<file path="config.mk">
export PLATFORM = sky130hd
export DESIGN_NAME = param_dram
export DESIGN_NICKNAME = d
export VERILOG_FILES = /design/src/rtl/dram_pkg.sv /design/src/rtl/dram_array.sv /design/src/rtl/param_dram.sv
export SDC_FILE = /design/constraint.sdc
export NUM_CORES = 1
export LEC_CHECK = 0
export ABC_AREA = 1
export CAP_MARGIN = 20
export CORE_MARGIN = 2
export CORE_UTILIZATION = 40
export DETAILED_ROUTE_END_ITERATION = 16
export SLEW_MARGIN = 30
export SYNTH_ARGS = -nofsm -noshare
export SYNTH_HDL_FRONTEND = slang
export SYNTH_SLANG_ARGS = --single-unit
</file>
<file path="constraint.sdc">
create_clock -name clk -period 7.5 [get_ports clk]
set_input_delay 2.25 -clock clk [delete_from_list [all_inputs] [get_ports clk]]
set_output_delay 2.25 -clock clk [all_outputs]
set_load 0.05 [all_outputs]
</file>
<file path="src/rtl/dram_pkg.sv">
// Shared definitions for the parametrised data RAM: FSM state encoding and default geometry.
package dram_pkg;

    typedef enum logic {
        S_CLEAR = 1'b0,
        S_READY = 1'b1
    } state_t;

    localparam int unsigned DEF_DATA_W = 16;
    localparam int unsigned DEF_ADDR_W = 9;
    localparam int unsigned DEF_DEPTH  = 32;

    // Index width of the storage array; a single-word array still needs one bit.
    function automatic int unsigned idx_width(input int unsigned depth);
        return (depth > 1) ? $clog2(depth) : 1;
    endfunction

endpackage

</file>
<file path="src/rtl/dram_array.sv">
// Storage for param_dram: one write port and one registered read port, no reset.
module dram_array #(
    parameter int unsigned DATA_W = 16,
    parameter int unsigned DEPTH  = 32,
    parameter int unsigned AW     = 5
) (
    input  logic              clk,
    input  logic              we,
    input  logic [AW-1:0]     waddr,
    input  logic [DATA_W-1:0] wdata,
    input  logic              re,
    input  logic [AW-1:0]     raddr,
    output logic [DATA_W-1:0] rdata
);

    logic [DATA_W-1:0] mem [DEPTH];

    // Read returns the pre-write contents; write-first is resolved by the caller.
    always_ff @(posedge clk) begin
        if (we) begin
            mem[waddr] <= wdata;
        end
        if (re) begin
            rdata <= mem[raddr];
        end
    end

endmodule

</file>
<file path="src/rtl/param_dram.sv">
// Parametrised single-port data RAM with reset clear sweep, write-first reads and range check.
// Define DRAM_OUTREG_EN to add an output register stage (read latency 2 instead of 1).
module param_dram
    import dram_pkg::*;
#(
    parameter int unsigned       DATA_W    = DEF_DATA_W,
    parameter int unsigned       ADDR_W    = DEF_ADDR_W,
    parameter int unsigned       DEPTH     = DEF_DEPTH,
    parameter logic [DATA_W-1:0] CLEAR_VAL = '0
) (
    input  logic              clk,
    input  logic              rst,
    input  logic              write_en,
    input  logic              read_en,
    input  logic [ADDR_W-1:0] addr,
    input  logic [DATA_W-1:0] Data_in,
    output logic [DATA_W-1:0] Data_out,
    output logic              rd_valid,
    output logic              addr_err,
    output logic              busy
);

    localparam int unsigned AW    = idx_width(DEPTH);
    localparam int unsigned CNT_W = $clog2(DEPTH + 1);

    state_t             state;
    logic [CNT_W-1:0]   cnt;
    logic               busy_q;

    logic               in_range;
    logic               accept;
    logic               rd_acc;
    logic               arr_we;
    logic [AW-1:0]      arr_waddr;
    logic [DATA_W-1:0]  arr_wdata;
    logic               arr_re;
    logic [DATA_W-1:0]  arr_rdata;

    logic               vld1;
    logic               err1;
    logic               zero1;
    logic               fwd1;
    logic [DATA_W-1:0]  fwd_data1;
    logic [DATA_W-1:0]  data1_c;

    // Request gating and range check; DEPTH may equal 2**ADDR_W, so compare one bit wider.
    always_comb begin
        in_range = ({1'b0, addr} < (ADDR_W + 1)'(DEPTH));
        accept   = !busy_q && !rst && (write_en || read_en);
        rd_acc   = accept && read_en;
    end

    // The sweep owns the write port while clearing; no requests are accepted then.
    always_comb begin
        arr_we    = 1'b0;
        arr_waddr = AW'(addr);
        arr_wdata = Data_in;
        if (state == S_CLEAR) begin
            arr_we    = 1'b1;
            arr_waddr = AW'(cnt);
            arr_wdata = CLEAR_VAL;
        end else if (accept && write_en && in_range) begin
            arr_we = 1'b1;
        end
        arr_re = rd_acc && in_range;
    end

    dram_array #(
        .DATA_W (DATA_W),
        .DEPTH  (DEPTH),
        .AW     (AW)
    ) u_array (
        .clk   (clk),
        .we    (arr_we),
        .waddr (arr_waddr),
        .wdata (arr_wdata),
        .re    (arr_re),
        .raddr (AW'(addr)),
        .rdata (arr_rdata)
    );

    // Clear-sweep FSM: one word per cycle, busy drops after the last word is written.
    always_ff @(posedge clk) begin
        if (rst) begin
            state  <= S_CLEAR;
            cnt    <= '0;
            busy_q <= 1'b1;
        end else begin
            case (state)
                S_CLEAR: begin
                    cnt <= cnt + CNT_W'(1);
                    if (cnt == CNT_W'(DEPTH - 1)) begin
                        state  <= S_READY;
                        busy_q <= 1'b0;
                    end
                end
                S_READY: begin
                    state <= S_READY;
                end
                default: begin
                    state  <= S_CLEAR;
                    cnt    <= '0;
                    busy_q <= 1'b1;
                end
            endcase
        end
    end

    // First read stage: the select flags only update on an accepted read so Data_out holds.
    always_ff @(posedge clk) begin
        if (rst) begin
            vld1      <= 1'b0;
            err1      <= 1'b0;
            zero1     <= 1'b1;
            fwd1      <= 1'b0;
            fwd_data1 <= '0;
        end else begin
            vld1 <= rd_acc;
            err1 <= accept && !in_range;
            if (rd_acc) begin
                zero1     <= !in_range;
                fwd1      <= write_en;
                fwd_data1 <= Data_in;
            end
        end
    end

    always_comb begin
        data1_c = arr_rdata;
        if (zero1) begin
            data1_c = '0;
        end else if (fwd1) begin
            data1_c = fwd_data1;
        end
    end

`ifdef DRAM_OUTREG_EN
    logic [DATA_W-1:0] data2;
    logic              vld2;
    logic              err2;

    always_ff @(posedge clk) begin
        if (rst) begin
            data2 <= '0;
            vld2  <= 1'b0;
            err2  <= 1'b0;
        end else begin
            vld2 <= vld1;
            err2 <= err1;
            if (vld1) begin
                data2 <= data1_c;
            end
        end
    end

    assign Data_out = data2;
    assign rd_valid = vld2;
    assign addr_err = err2;
`else
    assign Data_out = data1_c;
    assign rd_valid = vld1;
    assign addr_err = err1;
`endif

    assign busy = busy_q;

endmodule

</file>
======== Word level (Yosys, flattened, before mapping) ========
Memory sizes are Yosys's and may differ from the RTL's. A register that Yosys moved wholly into a read port is not among the register bits.
Cells that the tools add are included.
Widths: inputs -> output; s select.
operators by class
  reduce and logical (&&, ||, !) cells .... 12
  add/subtract/negate cells ............... 1
  eq/ne operators ......................... 1
  order comparisons ....................... 1
  multiplexer cells ....................... 10
  bitwise logic cells ..................... 1
operators by type and width
  cell                 count
  $mux 16              3
  $lt 9x6->1 const B   1
  $logic_and 1x1->1    7
  $add 6x1->6 const B  1
  $eq 6x5->1 const B   1
  $mux 1               5
  $mux 5               1
  $logic_not 1->1      3
  $pmux 1 s2           1
  $reduce_and 2->1     1
  $logic_or 1x1->1     1
  $not 1->1            1
word-level totals
  memories kept ........................... 1
  input bits .............................. 29
  RAM bits ................................ 512
  word-level logic and storage cells ...... 35
  output and inout port bits .............. 19
  flip-flop bits (word level) ............. 28
memory list
  memory       depth  bits a word  rd ports  clocked after memory_dff  write ports  line              text
  u_array.mem  32     16           1         1                         1            dram_array.sv:16  logic [DATA_W-1:0] mem [DEPTH];

======== Longest topological paths before layout ========
Gate-level depths: netlist of run 1.
  word-level depth ........................ 9
  mapped depth ............................ 12
  depth with buffers taken out ............ 9

======== By module ========
From an unflattened synthesis of run 1, not the netlist that was laid out.
unflattened totals
  cell total of the unflattened synthesis .. 2,035
  area, all modules ....................... 22,970.8 µm²
by module, submodules not included
  module      cells an instance  instances  sequential area each (µm²)  area each (µm²)
  dram_array  1,794              1          15,855.2                    21,461.8
  param_dram  241                1          560.5                       1,508.9

======== Worst setup path before layout of run 1 ========
Ideal clock, no wire load.
  path type ............................... input-to-reg
  start ................................... in rst
  end ..................................... mem u_array.mem[0][0], enable pin
  setup time .............................. 388 ps
  buffers on the path ..................... 1
  arrival time ............................ 3,733 ps
  data required time ...................... 7,112 ps
  stages on the path ...................... 6
  path slack .............................. 3,378 ps
  path through ............................ buf_6 -> or2_4 -> nand3b_4 -> nand2_2 -> nand3_2 -> nor2_1
on the way
  longest elaborated chain between the ends .. 9
ends and longest elaborated chain
  element                          line              text
  from (decl)                      param_dram.sv:12  input logic rst,
  $logic_not 1->1                  param_dram.sv:49  accept = !busy_q && !rst && (write_en || read_en);
  $logic_and 1x1->1 (2 in series)  param_dram.sv:49
  $logic_and 1x1->1 (2 in series)  param_dram.sv:62  end else if (accept && write_en && in_range) begin
  $mux 1                           param_dram.sv:62
  $mux 1                           param_dram.sv:58  if (state == S_CLEAR) begin
  $mux 1                           dram_array.sv:20  if (we) begin
  $mux 1 (not written as such)     dram_array.sv:21  mem[waddr] <= wdata;
  to (decl)                        dram_array.sv:16
No other way between the ends.

======== Worst setup path in the final report of run 1 ========
  start ................................... reg fwd1
  end ..................................... out Data_out[6]
on the way
  longest elaborated chain between the ends .. 2
ends and longest elaborated chain
  element                 line               text
  from (decl)             param_dram.sv:42   logic fwd1;
  from (signal assigned)  param_dram.sv:122  fwd1 <= write_en;
  $mux 16                 param_dram.sv:132  end else if (fwd1) begin
  $mux 16                 param_dram.sv:130  if (zero1) begin
  to (decl)               param_dram.sv:17   output logic [DATA_W-1:0] Data_out,
No other way between the ends.

==> metrics, run 1 <==
number of buffers inserted during clock tree synthesis 52; clock sink total 556; die width 243 um; outcome finished, final reports clean; DRC violations left 0; Buffers & Inverters on Critical Path 1; detailed-route via count 14700; via count of the first global-routing pass 13700; number of unique standard cell types used by synthesis 30; number of instances in the synthesized netlist 2009; grt total ovfl 0; average cell area after synthesis 11.4 sq um; Yosys reg bits 556; clock root buffer master sky130_fd_sc_hd__clkbuf_16; I/O pin total 48; TritonCTS clock tree yes; initial standard-cell utilization of the core 40.6%; global-route wire length before repair 84000 um; die height 243 um; clock transition at the registers of the reported paths 60 ps; # port buffers 47; Setup CP Type reg2out; Setup-failing EPs final 0; crit path max fanout 33; Hold Path Stages 2; Floorplan Core Area 0.0565 sq mm; antenna violations before repair 1; slew at the pin closest to its max-slew limit 985 ps; number of DRC markers in iteration 0 1307; finished layout cell area 0.0255 sq mm; pin count of the biggest net entering global routing 148; total wire length 55500 um; net count after synthesis 2039; final number of hold-violating endpoints 0; routed wire length per instance 19.6 um; setup slack on the worst flop-to-flop path 5080 ps; kind of cell adding the most delay to the critical path buffers and inverters; Post-CTS Setup Repair Bufs 0; worst skew pair latency 560 ps; max-capacitance violation count 0; H-Tree Level Count 2; Max rail drop VDD 0.000155 V; Data arrival, critical path 2580 ps; Hold Crit Endpoint fwd_data1[3]; placer's final routability congestion estimate 0.894; post-route fraction of the period consumed by the critical path 64.4%; cell count of the worst reg-to-reg path 4; Post-CTS Hold Buffers 0; post-detailed-route count of antenna-violating nets 0; Post-Place Cells 2741; number of optimization iterations in the first detailed-route pass 5; cell-by-cell trace of the critical path o21ai_0 -> a21oi_1 -> clkdlybuf4s50_1; data required time of the worst path 5250 ps; count of antenna diodes in the layout 0; area growth from synthesis to layout 11.2%; worst hold margin 451 ps; share of cells above drive strength 1 7.13%; detailed-placement wirelength estimate 30100 um; post-detailed-placement cell area 0.0239 sq mm; Fmax achieved 207 MHz; aggregate global-route resource usage 18.5%; kind of end point of the critical path output pin; maximum cell stage delay along the critical path 840 ps; power per standard cell area 244 mW/mm^2; total count of max-transition violations in the final report 0; Yosys warning total 0; Rows 87; Critical R2R Capture u_array.mem[28][2]; unrepaired setup endpoints after global routing no; number of gates resized after CTS 0; sequential area share after synthesis 71.6%; Post-layout nets 2069; die area 0.0593 sq mm; number of fill cells in the layout 5058; crit path time final 4830 ps; clock buffer depth 3; critical register-to-register path startpoint state; Hold Path Class reg2reg; startpoint types flip-flop; min-delay src fwd_data1[3]; per-cell via count in the routed design 5.20; final clock skew 13.4 ps; Critical Path Slowest Stage Cell sky130_fd_sc_hd__clkdlybuf4s50_1; setup_tns 0 ps; worst slew margin relative to its limit 34.3%; Cell Count, Final, Fillers Out 2833; total standard cell area after synthesis 0.0229 sq mm; Static Leakage 0.00935 uW
==> layout by cell type, fill, tap and decap left out, types with 2 or more instances in the layout <==
master                              n
sky130_fd_sc_hd__o21ai_1            3
sky130_fd_sc_hd__nor2_2             3
sky130_fd_sc_hd__clkinv_2           8
sky130_fd_sc_hd__edfxtp_1         528
sky130_fd_sc_hd__nor2_1            42
sky130_fd_sc_hd__buf_12             2
sky130_fd_sc_hd__clkinv_1          11
sky130_fd_sc_hd__inv_2             10
sky130_fd_sc_hd__buf_4             48
sky130_fd_sc_hd__a21oi_1           37
sky130_fd_sc_hd__a21oi_2            2
sky130_fd_sc_hd__clkbuf_8           6
sky130_fd_sc_hd__inv_1             40
sky130_fd_sc_hd__dfxtp_1           27
sky130_fd_sc_hd__nand3_1          388
sky130_fd_sc_hd__o21ai_0           35
sky130_fd_sc_hd__nand3_2            4
sky130_fd_sc_hd__clkdlybuf4s50_1   44
sky130_fd_sc_hd__clkbuf_16         53
sky130_fd_sc_hd__clkbuf_1          13
sky130_fd_sc_hd__nand2_1          749
sky130_fd_sc_hd__nor3_1             8
sky130_fd_sc_hd__bufinv_16          2
==> where the power goes <==
| group | switching [uW] | internal, uW | leakage (uW) | total, uW |
|---|---|---|---|---|
| registers | 7.92 | 3390 | 0.00489 | 3390 |
| logic | 249 | 98.8 | 0.00369 | 347 |
| clock network | 1070 | 1410 | 0.000776 | 2480 |
==> through the flow <==
stage	utilization (%)	setup WS (ps)	power, uW
2_1_floorplan	-	3380	3710
3_3_place_gp	42.3	1890	3800
6_report	45.1	2670	6220
3_5_place_dp	42.3	2230	3810
4_1_cts	45.1	2310	6270
5_1_grt	45.1	2510	6430
==> metal layers <==
metal  GRT usage, %  share of wire [%]  vias up
met2           27.9                 45      545
li1               -                  -     6992
met5              0              0.014        -
met3           2.60                7.2       87
met1           27.4                 45     7116
met4           6.21                3.0        2
==> cells in the mapped netlist <==
cell type | n | share of area [%]
sky130_fd_sc_hd__nand3b_4 | 1 | 0.087
sky130_fd_sc_hd__ha_1 | 1 | 0.055
sky130_fd_sc_hd__buf_6 | 28 | 1.4
sky130_fd_sc_hd__nand2_2 | 1 | 0.027
sky130_fd_sc_hd__buf_2 | 50 | 1.1
sky130_fd_sc_hd__nand3_1 | 388 | 8.5
sky130_fd_sc_hd__buf_8 | 2 | 0.13
sky130_fd_sc_hd__inv_2 | 5 | 0.082
sky130_fd_sc_hd__or2_4 | 1 | 0.038
sky130_fd_sc_hd__and3_1 | 1 | 0.027
sky130_fd_sc_hd__nand3_2 | 4 | 0.17
sky130_fd_sc_hd__nor2_1 | 45 | 0.74
sky130_fd_sc_hd__a21oi_2 | 2 | 0.076
sky130_fd_sc_hd__clkbuf_1 | 10 | 0.16
sky130_fd_sc_hd__nand2_1 | 749 | 12
sky130_fd_sc_hd__clkinv_1 | 1 | 0.016
sky130_fd_sc_hd__inv_6 | 1 | 0.038
sky130_fd_sc_hd__a31oi_1 | 1 | 0.027
sky130_fd_sc_hd__edfxtp_1 | 528 | 69
sky130_fd_sc_hd__buf_4 | 22 | 0.72
sky130_fd_sc_hd__buf_1 | 7 | 0.11
sky130_fd_sc_hd__a21oi_1 | 37 | 0.81
sky130_fd_sc_hd__o21ai_0 | 35 | 0.76
sky130_fd_sc_hd__clkbuf_4 | 1 | 0.033
sky130_fd_sc_hd__nor2_4 | 1 | 0.049
sky130_fd_sc_hd__o21ai_1 | 3 | 0.065
sky130_fd_sc_hd__o31ai_1 | 1 | 0.033
sky130_fd_sc_hd__dfxtp_1 | 28 | 2.4
sky130_fd_sc_hd__nor3_1 | 8 | 0.17
sky130_fd_sc_hd__inv_1 | 47 | 0.77
==> worst max-delay path by stage <==
stage                       start                   to  slack (ps)  cells past startpoint
final                        fwd1          Data_out[6]        2670                      3
after global routing      addr[4]  u_array.mem[28][15]        2510                      7
after CTS                    fwd1          Data_out[6]        2310                      3
after detailed placement  addr[1]   u_array.mem[31][3]        2230                      7
after global placement    addr[1]   u_array.mem[31][3]        1890                      7
after floorplan               rst    u_array.mem[0][0]        3380                      6
==> worst reg2reg max path: stages, from the launching register on <==
cell	delay, ps
sky130_fd_sc_hd__dfxtp_1	680
sky130_fd_sc_hd__nor2_1	180
sky130_fd_sc_hd__a21oi_2	250
sky130_fd_sc_hd__nand3_2	220
sky130_fd_sc_hd__nor2_2	710
==> final cells by class <==
cell class                      instances  area (sq um)  area share [%]
Tap cell                              756           946            3.71
Timing Repair Buffer                   96           860            3.37
Multi-Input combinational cell       1279          5480            21.5
Clock buffer                           71          1440            5.66
Sequential cell                       556         16400            64.4
Inverter                               54           211           0.829
Clock inverter                         21           145           0.569
==> registers in the layout (all words and copies together), names as in the netlist <==
signal	cells
u_array.rdata	16
busy	1
rd_valid	1
fwd_data1	16
fwd1	1
zero1	1
state	1
addr_err	1
u_array.mem	512
cnt	6
==> cells by family after synthesis <==
family | count (synthesis) | share of synthesized area (%)
and+or+nand+nor | 1199 | 22.0
AOI/OAI and AO/OA | 79 | 1.77
DFF | 556 | 71.6
buffers and inverters | 174 | 4.53
adders and majority gates | 1 | 0.0546
Power figures use the tool's default switching activity.
==> run 2, diff against run 1 <==
- clock period: 7.5 -> 3.9 ns (I/O delays scaled with it)
==> run 2 against run 1 <==
Routed wire length is 11% higher. Clock power is 110% higher. Register-to-register slack worse by 3500 ps. Clock skew is 4.6 ps higher. Design area is 1.7% higher. Highest routed layer is now met4.
==> metrics, run 2 (same netlist as run 1, synthesis figures left out) <==
unrepaired setup endpoints after global routing no; final clock skew 18.0 ps (+4.62 ps); DRC violations left 0 (unchanged); final number of hold-violating endpoints 0 (unchanged); data required time of the worst path 2730 ps (-2520 ps); clock root buffer master sky130_fd_sc_hd__clkbuf_16; per-cell via count in the routed design 5.30 (+1.8%); Post-CTS Hold Buffers 0 (unchanged); global-route wire length before repair 90700 um (+7.9%); antenna violations before repair 0 (-1); clock sink total 556 (unchanged); die area 0.0593 sq mm (unchanged); Setup-failing EPs final 0 (unchanged); clock transition at the registers of the reported paths 60 ps (about the same); H-Tree Level Count 2 (unchanged); startpoint types flip-flop; outcome finished, final reports clean; area growth from synthesis to layout 13.1%; kind of end point of the critical path output pin; largest registers u_array.mem x512, fwd_data1 x16, u_array.rdata x16; placer's final routability congestion estimate 0.875 (-2.1%); routed wire length per instance 21.4 um (+9.3%); clock buffer depth 3 (unchanged); Hold Path Stages 2 (unchanged); initial standard-cell utilization of the core 40.6% (unchanged); Post-layout nets 2094 (+1.2%); Static Leakage 0.00959 uW (+2.5%); Top reg by flops u_array.mem; pin count of the biggest net entering global routing 129 (-13%); max-capacitance violation count 0 (unchanged); number of fill cells in the layout 5044 (-0.28%); die width 243 um (unchanged); detailed-placement wirelength estimate 36100 um (+20%); TritonCTS clock tree yes; count of antenna diodes in the layout 0 (unchanged); detailed-route via count 15200 (+2.9%); cell count of the worst reg-to-reg path 6 (+2); Cell Count, Final, Fillers Out 2865 (+1.1%); share of cells above drive strength 1 7.63% (+0.51 points); setup_tns 0 ps (unchanged); crit path max fanout 16 (-52%); number of optimization iterations in the first detailed-route pass 8 (+3); slew at the pin closest to its max-slew limit 885 ps (-100 ps); Max rail drop VDD 0.000331 V (+110%); Post-CTS Setup Repair Bufs 0 (unchanged); post-detailed-route count of antenna-violating nets 0 (unchanged); Largest register FFs 512 (unchanged); aggregate global-route resource usage 20.5% (+2.1 points); Rows 87 (unchanged); number of DRC markers in iteration 0 1651 (+26%); most frequent cells in the layout sky130_fd_sc_hd__nand2_1 (749), sky130_fd_sc_hd__edfxtp_1 (528), sky130_fd_sc_hd__nand3_1 (388); Floorplan Core Area 0.0565 sq mm (unchanged); power per standard cell area 482 mW/mm^2 (+98%); # port buffers 47 (unchanged); die height 243 um (unchanged); post-route fraction of the period consumed by the critical path 92.2%; crit path time final 3600 ps; total count of max-transition violations in the final report 0 (unchanged); I/O pin total 48 (unchanged); number of buffers inserted during clock tree synthesis 57 (+9.6%); Fmax achieved 278 MHz; worst skew pair latency 620 ps (+60 ps); Setup CP Type reg2out; Post-Place Cells 2761 (+0.73%); most common cell after layout, fill and taps aside sky130_fd_sc_hd__nand2_1; Hold Path Class reg2reg; sum of internal, switching and leakage power 12500 uW (+100%); grt total ovfl 0 (unchanged); worst slew margin relative to its limit 40.9% (+6.6 points); total wire length 61300 um (+11%); Storage cell area 0.0164 sq mm (unchanged); Data arrival, critical path 2430 ps (-150 ps); area of the multi-input gates 0.00547 sq mm (-0.14%); via count of the first global-routing pass 14400 (+5.6%)
## run 2: changes by cell type in the layout (fill, tap and decap cells not counted), moves of 6 or more
cell                        change
sky130_fd_sc_hd__buf_4         +11
sky130_fd_sc_hd__buf_12         +9
sky130_fd_sc_hd__inv_1          +7
sky130_fd_sc_hd__clkbuf_16      +6
sky130_fd_sc_hd__inv_2          -6
## run 2: final timing paths
kind	start	endpoint	slack, ps
hold / removal	fwd_data1[12]	fwd_data1[12]	460
setup / recovery	zero1	Data_out[7]	300
setup reg to reg	state	u_array.mem[29][10]	1560
hold reg to reg	fwd_data1[12]	fwd_data1[12]	460
## run 2: worst max-delay path, cell delays in order (launching register included)
cell,delay (ps)
sky130_fd_sc_hd__dfxtp_1,320
sky130_fd_sc_hd__inv_1,240
sky130_fd_sc_hd__o21ai_0,240
sky130_fd_sc_hd__a21oi_1,180
sky130_fd_sc_hd__clkdlybuf4s50_1,820
## run 2: metrics by stage
step	setup WS, ps	area [sq um]	util (%)	hold slack [ps]
detailed placement	517	24200	42.8	444
finish	303	25900	45.9	457
CTS	50.5	25900	45.9	454
floorplan	858	22900	-	429
global route	141	25900	45.9	467
global placement	560	24200	42.8	440
## run 2: routing by layer
metal  track usage [%]  part of all wire (%)  up-vias
met4              7.13                   3.1        0
met5                 0                     0        -
met2              31.7                    45      678
met3              4.79                   9.1       97
met1              28.5                    43     7353
li1                  -                     -     7046
## run 2: cell type report
cell class	instances	area share (%)
multi-input combinational	1279	21.1
sequential	556	63.3
tap	756	3.65
clock inverter	28	0.897
inverter	54	0.810
clock buffer	76	5.94
timing repair buffer	116	4.33
## run 2: repair_timing
action                     4_1_cts  5_1_grt
resized for setup                0        1
hold endpoints to repair         0        0
setup endpoints to repair        0       16
## run 2: power by group
group | switching, uW | total (uW) | internal (uW)
Combinational | 505 | 705 | 201
Sequential | 17.4 | 6530 | 6510
Clock | 2250 | 5260 | 3020
==> run 3, diff against run 2 <==
- RECOVER_POWER: default -> 100
==> run 3 against run 2 <==
Register-to-register slack lost 760 ps. Sequential cell count is the same. Clock power is essentially flat. Hold slack lost 3.1 ps. Sequential share of layout area grew 0.60 points. Via count shrank 0.22%. Die area is the same. Global-route usage is the same. Power is essentially flat. Design area shrank 0.94%. Critical path depth grew 3. Clock skew is essentially flat. Critical endpoint is now u_array.mem[14][5]. Largest cell class unchanged. Highest routed layer unchanged.
==> metrics, run 3 (same netlist as run 1, synthesis figures left out) <==
max-capacitance violation count 0 (unchanged); kind of end point of the critical path flip-flop; power per standard cell area 486 mW/mm^2 (+0.87%); placer's final routability congestion estimate 0.875 (unchanged); I/O pin total 48 (unchanged); final setup margin 214 ps (-89.5 ps); detailed-route via count 15100 (-0.22%); data required time of the worst path 4140 ps (+1410 ps); worst slew margin relative to its limit 12.3% (-29 points); Top reg by flops u_array.mem; aggregate global-route resource usage 20.5% (unchanged); setup slack on the worst flop-to-flop path 800 ps (-760 ps); outcome finished, final reports clean; largest registers u_array.mem x512, fwd_data1 x16, u_array.rdata x16; Hold Path Class reg2reg; setup_tns 0 ps (unchanged); die height 243 um (unchanged); count of antenna diodes in the layout 0 (unchanged); DRC violations left 0 (unchanged); detailed-placement wirelength estimate 36100 um (unchanged); Max rail drop VDD 0.000333 V (+0.52%); die area 0.0593 sq mm (unchanged); worst skew pair latency 620 ps (about the same); grt total ovfl 0 (unchanged); Largest register FFs 512 (unchanged); Setup CP Type in2reg; min-delay src fwd_data1[0]; via count of the first global-routing pass 14400 (unchanged); area growth from synthesis to layout 12.1%; Hold Crit Endpoint fwd_data1[0]; Rows 87 (unchanged); number of DRC markers in iteration 0 1607 (-2.7%); share of cells above drive strength 1 6.64% (-1.0 points); clock sink total 556 (unchanged); critical register-to-register path startpoint state; cell internal power dissipation 9720 uW (about the same); global-route wire length before repair 90700 um (unchanged); slew at the pin closest to its max-slew limit 1310 ps (+430 ps); H-Tree Level Count 2 (unchanged); cell count of the worst reg-to-reg path 4 (-2); Fmax achieved 271 MHz (-2.4%); sw power 2760 uW (-0.17%); Post-CTS Setup Repair Bufs 0 (unchanged); sequential power share 52.3% (about the same); final clock skew 18.4 ps (+0.343 ps); clock root buffer master sky130_fd_sc_hd__clkbuf_16; crit path max fanout 16 (unchanged); antenna violations before repair 0 (unchanged); net switching fraction of the power 22.1% (about the same); unrepaired setup endpoints after global routing no; crit path time final 3690 ps (+89.5 ps); number of buffers inserted during clock tree synthesis 57 (unchanged); Static Leakage 0.00952 uW (-0.71%); most frequent cells in the layout sky130_fd_sc_hd__nand2_1 (750), sky130_fd_sc_hd__edfxtp_1 (528), sky130_fd_sc_hd__nand3_1 (392); post-detailed-route count of antenna-violating nets 0 (unchanged); most common cell after layout, fill and taps aside sky130_fd_sc_hd__nand2_1; Post-layout nets 2094 (unchanged); post-route fraction of the period consumed by the critical path 94.5% (+2.3 points); Floorplan Core Area 0.0565 sq mm (unchanged); initial standard-cell utilization of the core 40.6% (unchanged); final number of hold-violating endpoints 0 (unchanged); portion of total power attributed to the clock network 42.1% (about the same); TritonCTS clock tree yes; clock buffer depth 3 (unchanged); Data arrival, critical path 3930 ps (+1500 ps); total wire length 61400 um (about the same); clock transition at the registers of the reported paths 60 ps (about the same); pin count of the biggest net entering global routing 129 (unchanged); startpoint types input port; routed wire length per instance 21.4 um (about the same); pre-CTS worst setup slack 517 ps (unchanged); Hold Path Stages 2 (unchanged); Critical R2R Capture u_array.mem[20][6]; Setup-failing EPs final 0 (unchanged); per-cell via count in the routed design 5.28 (-0.22%); # port buffers 47 (unchanged); total count of max-transition violations in the final report 0 (unchanged); number of optimization iterations in the first detailed-route pass 5 (-3); part of the total power dissipated in combinational logic 5.6% (about the same); die width 243 um (unchanged)
## run 3: cell types whose count changed in the layout (fill, tap and decap cells not counted), moves of 4 or more
cell | previous run | this run
sky130_fd_sc_hd__buf_12 | 11 | 7
sky130_fd_sc_hd__clkbuf_1 | 17 | 29
sky130_fd_sc_hd__nand3_1 | 388 | 392
sky130_fd_sc_hd__buf_4 | 59 | 9
sky130_fd_sc_hd__nand3_2 | 4 | 0
sky130_fd_sc_hd__clkdlybuf4s50_1 | 44 | 24
sky130_fd_sc_hd__dlygate4sd3_1 | 0 | 20
sky130_fd_sc_hd__clkbuf_2 | 0 | 41
## run 3: what timing repair did
action,4_1_cts,5_1_grt
resized for setup,0,1
endpoints found under the setup margin,0,16
hold buffers,0,0
## run 3: worst max-delay path by stage
stage                     start            endpoint  depth (start not counted)
after floorplan             rst   u_array.mem[0][0]                          6
after global placement      rst   u_array.mem[5][5]                          7
after detailed placement    rst   u_array.mem[5][7]                          7
after CTS                  fwd1         Data_out[8]                          3
after global routing      zero1        Data_out[10]                          4
final                       rst  u_array.mem[14][5]                          7
## run 3: per-layer routing
layer,wire length (um),vias up,global-route usage [%]
met2,27500,633,31.7
met3,5440,103,4.79
met4,1990,0,7.13
met5,0,-,0
met1,26400,7353,28.5
li1,-,7052,-
## run 3: layout make-up
| class | instances | area (sq um) |
|---|---|---|
| Sequential cell | 556 | 16400 |
| Multi-Input combinational cell | 1279 | 5430 |
| Fill cell | 5089 | 30800 |
| Timing Repair Buffer | 116 | 925 |
| Tap cell | 756 | 946 |
| Clock inverter | 28 | 233 |
| Inverter | 54 | 209 |
| Clock buffer | 76 | 1540 |
## run 3: power groups by stage
stage               sequential (uW)  clock [uW]  combinational [uW]
detailed placement             6660           0                 696
global placement               6650           0                 689
finish                         6530        5260                 699
CTS                            6530        5340                 698
global route                   6530        5550                 766
floorplan                      6650           0                 477
## run 3: per-stage QoR
stage,instances,instance area [sq um],hold slack (ps),utilization [%],total power (uW)
after floorplan,2009,22900,429,-,7130
after global placement,2761,24200,440,42.8,7340
after detailed placement,2761,24200,444,42.8,7350
after CTS,2865,25900,454,45.9,12600
after global routing,2865,25700,467,45.5,12900
final,2865,25700,454,45.5,12500
## run 3: worst max-delay path: stages
cell                            delay, ps
sky130_fd_sc_hd__dlygate4sd3_1        560
sky130_fd_sc_hd__or2_0                270
sky130_fd_sc_hd__nand3b_1             230
sky130_fd_sc_hd__nand2_1              150
sky130_fd_sc_hd__nand3_1              560
sky130_fd_sc_hd__nor2_1               280
sky130_fd_sc_hd__clkbuf_1             700
